===== src/rtl/nibble_adder_pkg.sv =====
// Shared definitions for the nibble-serial adder and its 4-bit carry-lookahead slice.
// Latency: n/a (types and constants only).
// Backpressure: n/a.
// Contents: FSM state encoding (2-bit binary) and the slice width.
package nibble_adder_pkg;

  localparam int NIBBLE_W = 4;

  typedef enum logic [1:0] {
    ST_IDLE = 2'd0,
    ST_RUN  = 2'd1,
    ST_DONE = 2'd2
  } state_e;

endpackage : nibble_adder_pkg


===== src/rtl/cla_nibble_slice.sv =====
// Purely combinational 4-bit carry-lookahead adder slice.
// Latency: 0 cycles (combinational).
// Backpressure: none.
// Ports: X, Y  nibble addends; Cin carry-in; S nibble sum;
//        C3 carry into bit 3 (for signed overflow); Cout carry out of bit 3.
import nibble_adder_pkg::*;

module cla_nibble_slice (
  input  logic [NIBBLE_W-1:0] X,
  input  logic [NIBBLE_W-1:0] Y,
  input  logic                Cin,
  output logic [NIBBLE_W-1:0] S,
  output logic                C3,
  output logic                Cout
);

  logic [NIBBLE_W-1:0] g;
  logic [NIBBLE_W-1:0] p;
  logic [NIBBLE_W:0]   c;

  assign g = X & Y;
  assign p = X ^ Y;

  // Flattened lookahead equations: every carry is a two-level function of
  // the generate/propagate terms and Cin, with no ripple through c[i-1].
  assign c[0] = Cin;
  assign c[1] = g[0] | (p[0] & Cin);
  assign c[2] = g[1] | (p[1] & g[0]) | (p[1] & p[0] & Cin);
  assign c[3] = g[2] | (p[2] & g[1]) | (p[2] & p[1] & g[0])
              | (p[2] & p[1] & p[0] & Cin);
  assign c[4] = g[3] | (p[3] & g[2]) | (p[3] & p[2] & g[1])
              | (p[3] & p[2] & p[1] & g[0])
              | (p[3] & p[2] & p[1] & p[0] & Cin);

  assign S    = p ^ c[NIBBLE_W-1:0];
  assign C3   = c[3];
  assign Cout = c[4];

endmodule : cla_nibble_slice


===== src/rtl/nibble_serial_adder.sv =====
// Multi-cycle WIDTH-bit adder: one nibble per clock through a single 4-bit CLA slice.
// Latency: Start accepted at edge E0 -> Done high in the cycle after E(NIBBLES); issue interval NIBBLES+2.
// Backpressure: Ready is high only in IDLE; Start while Ready=0 is ignored.
// Ports: Clk, Reset_n (synchronous, active-low); Start/X/Y/Cin request (sampled on the accepting edge);
//        Ready, Done (one-cycle pulse), S/Cout/Overflow (held until the next completion).
// Optional: define SERIAL_ADDER_SUB_EN to add the Sub input (Sub=1 computes X-Y; Cout=1 means no borrow).
// WIDTH must be a multiple of 4 and at least 4.
import nibble_adder_pkg::*;

module nibble_serial_adder #(
  parameter int WIDTH = 16
) (
  input  logic             Clk,
  input  logic             Reset_n,
  input  logic             Start,
  input  logic [WIDTH-1:0] X,
  input  logic [WIDTH-1:0] Y,
  input  logic             Cin,
`ifdef SERIAL_ADDER_SUB_EN
  input  logic             Sub,
`endif
  output logic             Ready,
  output logic             Done,
  output logic [WIDTH-1:0] S,
  output logic             Cout,
  output logic             Overflow
);

  localparam int NIBBLES = WIDTH / NIBBLE_W;
  // Keep at least one counter bit so the WIDTH=4 build still elaborates.
  localparam int CNT_W   = (NIBBLES > 1) ? $clog2(NIBBLES) : 1;
  localparam logic [CNT_W-1:0] LAST_NIB = CNT_W'(NIBBLES - 1);

  state_e             state_q, state_d;
  logic [CNT_W-1:0]   cnt_q, cnt_d;
  logic [WIDTH-1:0]   x_q, x_d;
  logic [WIDTH-1:0]   y_q, y_d;
  logic               carry_q, carry_d;
  logic [WIDTH-1:0]   sum_q, sum_d;
  logic [WIDTH-1:0]   s_q, s_d;
  logic               cout_q, cout_d;
  logic               ovf_q, ovf_d;

  logic [NIBBLE_W-1:0] x_nib, y_nib, s_nib;
  logic                slice_c3, slice_cout;
  logic                sub_req;

`ifdef SERIAL_ADDER_SUB_EN
  assign sub_req = Sub;
`else
  assign sub_req = 1'b0;
`endif

  cla_nibble_slice u_slice (
    .X    (x_nib),
    .Y    (y_nib),
    .Cin  (carry_q),
    .S    (s_nib),
    .C3   (slice_c3),
    .Cout (slice_cout)
  );

  // Select the operand nibble addressed by the counter.
  always_comb begin
    x_nib = '0;
    y_nib = '0;
    for (int k = 0; k < NIBBLES; k++) begin
      if (cnt_q == CNT_W'(k)) begin
        x_nib = x_q[k*NIBBLE_W +: NIBBLE_W];
        y_nib = y_q[k*NIBBLE_W +: NIBBLE_W];
      end
    end
  end

  always_comb begin
    state_d = state_q;
    cnt_d   = cnt_q;
    x_d     = x_q;
    y_d     = y_q;
    carry_d = carry_q;
    sum_d   = sum_q;
    s_d     = s_q;
    cout_d  = cout_q;
    ovf_d   = ovf_q;

    unique case (state_q)
      ST_IDLE: begin
        if (Start) begin
          x_d     = X;
          // Subtraction is X + ~Y + 1: invert B and force the initial carry.
          y_d     = sub_req ? ~Y : Y;
          carry_d = sub_req ? 1'b1 : Cin;
          cnt_d   = '0;
          state_d = ST_RUN;
        end
      end
      ST_RUN: begin
        for (int k = 0; k < NIBBLES; k++) begin
          if (cnt_q == CNT_W'(k)) begin
            sum_d[k*NIBBLE_W +: NIBBLE_W] = s_nib;
          end
        end
        carry_d = slice_cout;
        if (cnt_q == LAST_NIB) begin
          // Publish on the completion edge only; outputs hold otherwise.
          s_d     = sum_d;
          cout_d  = slice_cout;
          ovf_d   = slice_c3 ^ slice_cout;
          cnt_d   = '0;
          state_d = ST_DONE;
        end else begin
          cnt_d = cnt_q + CNT_W'(1);
        end
      end
      ST_DONE: begin
        state_d = ST_IDLE;
      end
      default: begin
        state_d = ST_IDLE;
      end
    endcase
  end

  always_ff @(posedge Clk) begin
    if (!Reset_n) begin
      state_q <= ST_IDLE;
      cnt_q   <= '0;
      x_q     <= '0;
      y_q     <= '0;
      carry_q <= 1'b0;
      sum_q   <= '0;
      s_q     <= '0;
      cout_q  <= 1'b0;
      ovf_q   <= 1'b0;
    end else begin
      state_q <= state_d;
      cnt_q   <= cnt_d;
      x_q     <= x_d;
      y_q     <= y_d;
      carry_q <= carry_d;
      sum_q   <= sum_d;
      s_q     <= s_d;
      cout_q  <= cout_d;
      ovf_q   <= ovf_d;
    end
  end

  assign Ready    = (state_q == ST_IDLE);
  assign Done     = (state_q == ST_DONE);
  assign S        = s_q;
  assign Cout     = cout_q;
  assign Overflow = ovf_q;

endmodule : nibble_serial_adder


===== config.mk =====
export PLATFORM = sky130hd
export DESIGN_NAME = nibble_serial_adder
export DESIGN_NICKNAME = d
export VERILOG_FILES = /design/src/rtl/nibble_adder_pkg.sv /design/src/rtl/cla_nibble_slice.sv /design/src/rtl/nibble_serial_adder.sv
export SDC_FILE = /design/constraint.sdc
export NUM_CORES = 1
export LEC_CHECK = 0
export BUFFER_PORTS_ARGS = -buffer_cell sky130_fd_sc_hd__clkbuf_2
export CAP_MARGIN = 20
export CELL_PAD_IN_SITES_DETAIL_PLACEMENT = 1
export CELL_PAD_IN_SITES_GLOBAL_PLACEMENT = 2
export CORE_UTILIZATION = 29
export CTS_CLUSTER_DIAMETER = 80
export DETAILED_ROUTE_END_ITERATION = 10
export PLACE_DENSITY_LB_ADDON = 0.1
export SLEW_MARGIN = 20
export SYNTH_ARGS = -nofsm -noshare
export SYNTH_HDL_FRONTEND = slang
export SYNTH_SLANG_ARGS = --single-unit

===== constraint.sdc =====
create_clock -name Clk -period 2.51 [get_ports Clk]
set_input_delay 0.502 -clock Clk [delete_from_list [all_inputs] [get_ports Clk]]
set_output_delay 0.502 -clock Clk [all_outputs]
set_load 0.05 [all_outputs]

==> results of run 1 <==
## logic make-up (layout without fill, tap and decap cells)
group | count (synthesis) | after routing
simple gates | 159 | 159
compound gates | 106 | 106
flops | 67 | 67
buf+inv | 35 | 102
fa+ha+maj | 9 | 9
mux | 5 | 5
xor+xnor | 2 | 2
## metal layers
metal | GRT usage, % | vias to the layer above | routed length [um]
met3 | 2.62 | 9 | 225
li1 | - | 1424 | -
met5 | 0 | - | 0
met1 | 19.4 | 1314 | 3880
met4 | 8.15 | 0 | 138
met2 | 26.3 | 39 | 3840
## cells in the mapped netlist (all sizes together)
library cell	n	share of area (%)
clkbuf	9	1.1
nor2b	4	0.90
fa	1	0.65
a21oi	62	10
o21ai	19	3.2
nor3	4	0.65
a221oi	1	0.29
a22oi	2	0.49
o21bai	3	1.1
nand2	104	13
or2	1	0.20
nor2	18	2.3
xnor2	2	1.2
ha	8	3.3
mux2i	5	1.6
inv	5	0.61
nand2b	1	0.20
nand3b	9	2.2
a31oi	3	0.61
a311oi	6	1.7
o211ai	6	1.5
a211oi	4	1.9
and3b	1	0.29
and2	1	0.20
nand3	15	2.4
buf	21	4.6
dfxtp	67	44
and2b	1	0.24
## worst min-delay path by stage
stage,slack [ps],endpoint
after CTS,360,x_q[7]$_SDFFE_PN0P_
final,370,y_q[15]$_SDFFE_PN0P_
after global placement,440,S[1]$_SDFFE_PN0P_
after floorplan,430,sum_q[10]$_SDFFE_PN0P_
after global routing,370,y_q[15]$_SDFFE_PN0P_
after detailed placement,450,S[5]$_SDFFE_PN0P_
## through the flow
| stage | setup WS (ps) | area [um^2] |
|---|---|---|
| detailed placement | -211 | 3510 |
| floorplan | 2.88 | 3070 |
| finish | 37.2 | 3790 |
| CTS | 1.26 | 3710 |
| global route | -97.2 | 3790 |
| global placement | -109 | 3510 |
## report_power, final
| group | total, mW | leakage [nW] | switching, mW | internal, mW |
|---|---|---|---|---|
| combinational | 0.326 | 0.848 | 0.189 | 0.137 |
| clock | 0.757 | 0.0812 | 0.402 | 0.355 |
| sequential | 1.13 | 0.547 | 0.0265 | 1.10 |
## timing repair
item / in CTS / in global routing
setup buffers: 0 / 5
hold buffers: 0 / 0
setup endpoints to repair: 25 / 21
pin swaps: 3 / 7
gates resized for setup: 15 / 12
## area by class of cell
class                      count  area [um^2]
fill                        1288         6490
clock buffer                  13          139
timing repair buffer          81          487
sequential                    67         1350
multi-input combinational    281         1610
tap                          136          170
inverter                       5         21.3
clock inverter                 3         15.0
## state kept, by name (all words and copies together), names as in the netlist
register  flops
carry_q       1
state_q       2
Overflow      1
x_q          16
y_q          16
S            16
cnt_q         2
Cout          1
sum_q        12
## critical path, stage by stage, from the launching register on
cell      delay (ps)
dfxtp_4          360
inv_4             40
ha_4             170
buf_6            120
nand3b_1         140
a21oi_1          150
a21oi_1           60
o21ai_1          170
ha_1             290
a211oi_4         330
o21bai_4         130
xnor2_4          260
a31oi_1          120
==> out/results.tsv, run 1 <==
stage	metric	value	unit
cells_and_area	share of post-route cells with drive strength above 1	26.2	%
worst_setup_path	start point of the critical path	cnt_q[1]$_SDFFE_PN0P_	
status	outcome	finished clean	
sta	Max-slew headroom	66.5	%
floorplan	die area	11000	um^2
routing	drt pass-1 iters	4	
cts	Clk Latency, worst-skew pair	350	ps
sta	Final Hold Fails	0	
routing	Post-route DRC	0	
logic_synthesis	sequential area share after synthesis	43.7	%
grt	largest net degree at the start of global routing	33	
logic_synthesis	Yosys reg bits	67	
routing	Detailed Route Iter0 Violations	61	
cells_and_area	commonest non-fill, non-tap cell in the layout	nand2_1	
power	maximum vdd drop	232	uV
grt	all-layer global routing usage	15.7	%
sta	max-slew violation count	0	
cts	Root Buffer	clkbuf_8	
floorplan	row cnt	37	
power	Power Density	584	nW/um^2
place	# placed instances	565	
logic_synthesis	gate count after technology mapping	383	
cts	H-tree level count	3	
worst_setup_path	Worst Setup EP	S[3]$_SDFFE_PN0P_	
routing	WL/cell	13.8	um
routing	vias per cell	4.75	
sta	setup tns final	0	ps
routing	Via Count	2786	
worst_setup_path	WP data required	2730	ps
sta	Worst Skew	7.74	ps
worst_hold_path	cell depth of the worst hold path	3	
sta	Hold Slack	373	ps
sta	Final setup viols	0	
worst_setup_path	CP arrival	2690	ps
worst_setup_path	Worst Setup End Kind	flop	
cts	Clock Pin Slew Worst Setup and Hold Paths	70	ps
floorplan	core area	10300	um^2
grt	first-pass GRT wire length	13500	um
worst_hold_path	Hold Crit Start	Y[15]	
floorplan	die span in x	105	um
cells_and_area	Non-Filler Instances	586	
place	IO buf count	55	
worst_setup_path	r2r startpoint	cnt_q[1]$_SDFFE_PN0P_	
logic_synthesis	main combinational cell family by area after synthesis	simple AND/OR/NAND/NOR gates	
logic_synthesis	Synth cell types	39	
logic_synthesis	Synth Area in Adders	3.92	%
logic_synthesis	simple logic cell fraction of the synthesized area	22.3	%
power	Lkg Pwr	1.48	nW
cts	clock tree sinks	67	
floorplan	Ports	56	
logic_synthesis	compound-gate portion of the synthesized area	20.9	%
power	Power, Total	2.21	mW
logic_synthesis	post-synthesis xor/xnor area fraction	1.18	%
grt	number of global-route vias before repair	2808	
worst_setup_path	RR Endpoint	S[3]$_SDFFE_PN0P_	
cts	CTS tree	done	
run	# Max-Cap Violations	0	
cts	Bufs on Longest Clock Path	2	
routing	Final ANT Viol Nets	0	
sta	Highest Clock Rate	404	MHz
cells_and_area	# diodes	0	
place	HPWL Detailed	5680	um
logic_synthesis	Syn. warnings	0	
sta	RSZ-0062 raised after global routing	true	
worst_setup_path	reg2reg path depth	12	
cells_and_area	Core Util, Final	36.9	%
grt	initial antenna violation count	0	
logic_synthesis	mux contribution to synthesized area	1.63	%
logic_synthesis	cell area after synthesis	3070	um^2
place	routability cong.	0.748	
worst_setup_path	CP startpoint kind	flop	
cells_and_area	commonest non-fill, non-tap cells in the layout	nand2_1, dfxtp_1, a21oi_1, clkbuf_2, buf_4	
worst_hold_path	HP Class	in -> reg	
cells_and_area	area grow syn2layout	23.5	%
routing	routed wire length	8090	um
worst_setup_path	R2R setup slack	40	ps
cells_and_area	Final nets	490	
logic_synthesis	synthesized area per cell	8.01	um^2
cts	TritonCTS buffer count	9	
worst_setup_path	WS Path Type	reg -> reg	
worst_setup_path	CP Max Fanout	7	
sta	minimum clock period	2470	ps
logic_synthesis	syn nets	428	
grt	grt total ovfl	0	
sta	post-route clock period utilization	98.5	%
floorplan	Starting Density	29.9	%
floorplan	die span in y	105	um
sta	Slew @ Worst Pin	501	ps
Note: power is estimated with default switching activity, not from simulation.
==> run 2, diff against run 1 <==
--- a/config.mk
+++ b/config.mk
@@ -12,7 +12,7 @@
 export CORE_UTILIZATION = 29
 export CTS_CLUSTER_DIAMETER = 80
 export DETAILED_ROUTE_END_ITERATION = 10
-export PLACE_DENSITY_LB_ADDON = 0.1
+export PLACE_DENSITY = 0.72
 export SLEW_MARGIN = 20
 export SYNTH_ARGS = -nofsm -noshare
 export SYNTH_HDL_FRONTEND = slang
==> run 2 against run 1 <==
Worst setup slack improved by 110 ps. Critical path type unchanged. Wire length is 1.2% lower. Largest power group unchanged. Critical path depth shrank 1. First-iteration DRC count up 33%. Utilization grew 0.65 points. Clock-buffer cell count decreased by 1. Die area unchanged. Clock power is 33% higher.
==> out/results.tsv, run 2 (synthesis gave the netlist of run 1 again) <==
stage	metric	value	unit	change
cts	Bufs on Longest Clock Path	2		unchanged
cells_and_area	commonest non-fill, non-tap cell in the layout	nand2_1		
cts	Root Buffer	clkbuf_8		
cts	# hold bufs at CTS	0		unchanged
place	HPWL Detailed	5730	um	+0.89%
routing	Final ANT Viol Nets	0		unchanged
sta	Slew @ Worst Pin	504	ps	+2.62 ps
floorplan	die span in x	105	um	unchanged
cts	Clock Pin Slew Worst Setup and Hold Paths	80	ps	about the same
worst_setup_path	WS Path Type	reg -> reg		
worst_setup_path	Worst Setup End Kind	flop		
power	logic gate share of total power	13.1	%	-1.6 points
sta	post-route clock period utilization	94.3	%	-4.2 points
worst_setup_path	WP data required	2740	ps	about the same
place	IO buf count	55		unchanged
place	DP Worst Slack	-150	ps	+60.5 ps
grt	first-pass GRT wire length	13800	um	+1.8%
place	routability cong.	0.734		-1.8%
routing	Post-route DRC	0		unchanged
routing	vias per cell	4.74		-0.23%
cts	TritonCTS buffer count	9		unchanged
place	Post-DP Area	3520	um^2	+0.21%
power	sequential power share	46.0	%	-5.0 points
cts	CTS tree	done		
power	Lkg Pwr	1.49	nW	+1.3%
routing	met1 WL	3720	um	-4.3%
grt	number of global-route vias before repair	2884		+2.7%
power	clock share of power	41.0	%	+6.8 points
sta	Max-slew headroom	66.4	%	-0.17 points
grt	grt total ovfl	0		unchanged
cells_and_area	Reg area	1350	um^2	unchanged
cts	H-tree level count	3		unchanged
routing	met3 WL	288	um	+28%
power	Int Pwr	1.82	mW	+14%
grt	largest net degree at the start of global routing	33		unchanged
cells_and_area	Final nets	488		-0.41%
cells_and_area	area grow syn2layout	25.6	%	
cts	Clk Latency, worst-skew pair	350	ps	about the same
worst_hold_path	HP Class	in -> reg		
cells_and_area	Layout fillers	1275		-1.0%
routing	WL/cell	13.7	um	-0.87%
sta	Highest Clock Rate	423	MHz	+4.5%
sta	Final Hold Fails	0		unchanged
floorplan	die area	11000	um^2	unchanged
sta	Final setup viols	0		unchanged
worst_setup_path	CP startpoint kind	flop		
sta	max-slew violation count	0		unchanged
floorplan	die span in y	105	um	unchanged
power	P_sw	0.635	mW	+2.9%
cells_and_area	commonest non-fill, non-tap cells in the layout	nand2_1, dfxtp_1, a21oi_1, clkbuf_2, buf_4		
status	outcome	finished clean		
floorplan	Starting Density	29.9	%	unchanged
routing	routed wire length	7990	um	-1.2%
sta	final setup margin	143	ps	+106 ps
grt	all-layer global routing usage	15.7	%	about the same
power	sw frac	25.8	%	-2.1 points
routing	Via Count	2770		-0.57%
routing	met2 WL post-DR	3870	um	+0.86%
cells_and_area	# diodes	0		unchanged
sta	minimum clock period	2370	ps	-106 ps
run	# Max-Cap Violations	0		unchanged
floorplan	row cnt	37		unchanged
cells_and_area	footprint of the multi-input gates	1630	um^2	+1.0%
cts	clock tree sinks	67		unchanged
worst_setup_path	CP arrival	2600	ps	-90 ps
cells_and_area	share of post-route cells with drive strength above 1	26.8	%	+0.56 points
worst_setup_path	CP Max Fanout	8		+1
power	Power Density	638	nW/um^2	+9.3%
cells_and_area	Final Cell Area	3850	um^2	+1.8%
floorplan	core area	10300	um^2	unchanged
power	maximum vdd drop	236	uV	+1.5%
sta	Worst Skew	10.5	ps	+2.74 ps
grt	initial antenna violation count	0		unchanged
routing	max layer used	met4		
routing	Detailed Route Iter0 Violations	81		+33%
floorplan	Ports	56		unchanged
routing	drt pass-1 iters	4		unchanged
run 2: cell types whose count changed in the layout (fill, tap and decap cells not counted), sizes merged:
cell | previous run | this run
clkbuf | 68 | 67
bufinv | 0 | 2
buf | 26 | 24
clkinv | 3 | 2
run 2: path summary, 6_finish.rpt:
path                              start  cells after the start                   end  slack (ps)
setup / recovery  cnt_q[1]$_SDFFE_PN0P_                     11     S[3]$_SDFFE_PN0P_         140
hold / removal                    X[12]                      3  x_q[12]$_SDFFE_PN0P_         360
setup reg to reg  cnt_q[1]$_SDFFE_PN0P_                     11     S[3]$_SDFFE_PN0P_         140
hold reg to reg       S[1]$_SDFFE_PN0P_                      2     S[1]$_SDFFE_PN0P_         450
run 2: through the flow:
| step | std cells | setup TNS (ps) | power [mW] | hold slack [ps] | utilization [%] |
|---|---|---|---|---|---|
| 2_1_floorplan | 383 | 0 | 1.35 | 433 | - |
| 3_3_place_gp | 566 | -1010 | 1.45 | 443 | 34.2 |
| 3_5_place_dp | 566 | -1740 | 1.46 | 450 | 34.2 |
| 4_1_cts | 582 | 0 | 2.48 | 353 | 36.5 |
| 5_1_grt | 584 | -2.55 | 2.58 | 359 | 37.5 |
| 6_report | 584 | 0 | 2.46 | 363 | 37.5 |
run 2: per-layer routing:
metal  GRT usage (%)  vias to the layer above
li1                -                     1423
met1            18.8                     1290
met2            27.2                       46
met3            4.30                       11
met4            5.13                        0
met5               0                        -
run 2: power by group through the flow:
stage / Clock, mW / Sequential, mW / Combinational [mW]
after global placement: 0 / 1.15 / 0.300
after CTS: 1.04 / 1.13 / 0.310
final: 1.01 / 1.13 / 0.322
after floorplan: 0 / 1.15 / 0.206
after detailed placement: 0 / 1.15 / 0.305
after global routing: 1.09 / 1.14 / 0.360
run 2: worst max-delay path, cell delays in order (launching register included):
cell      delay [ps]
dfxtp_2          350
inv_4             50
ha_4             180
nand3b_1         170
a21oi_2          120
a21oi_1           60
o21ai_2          250
ha_4             250
a211oi_4         290
o21bai_4         140
xnor2_4          270
a31oi_1          120
run 2: repair_timing:
action                     4_1_cts  5_1_grt
setup buffers                    0        2
pin swaps                        0       14
hold endpoints to repair         0        0
resized for setup                7       21
setup endpoints to repair       19       24
run 2: final cells by class:
class	count	share of cell area, %
repair buffers	79	12.2
clock inverters	4	1.92
flip-flops and latches	67	34.9
clock buffers	12	3.77
multi-input cells	281	42.2
inverters	5	0.552
well taps	136	4.42
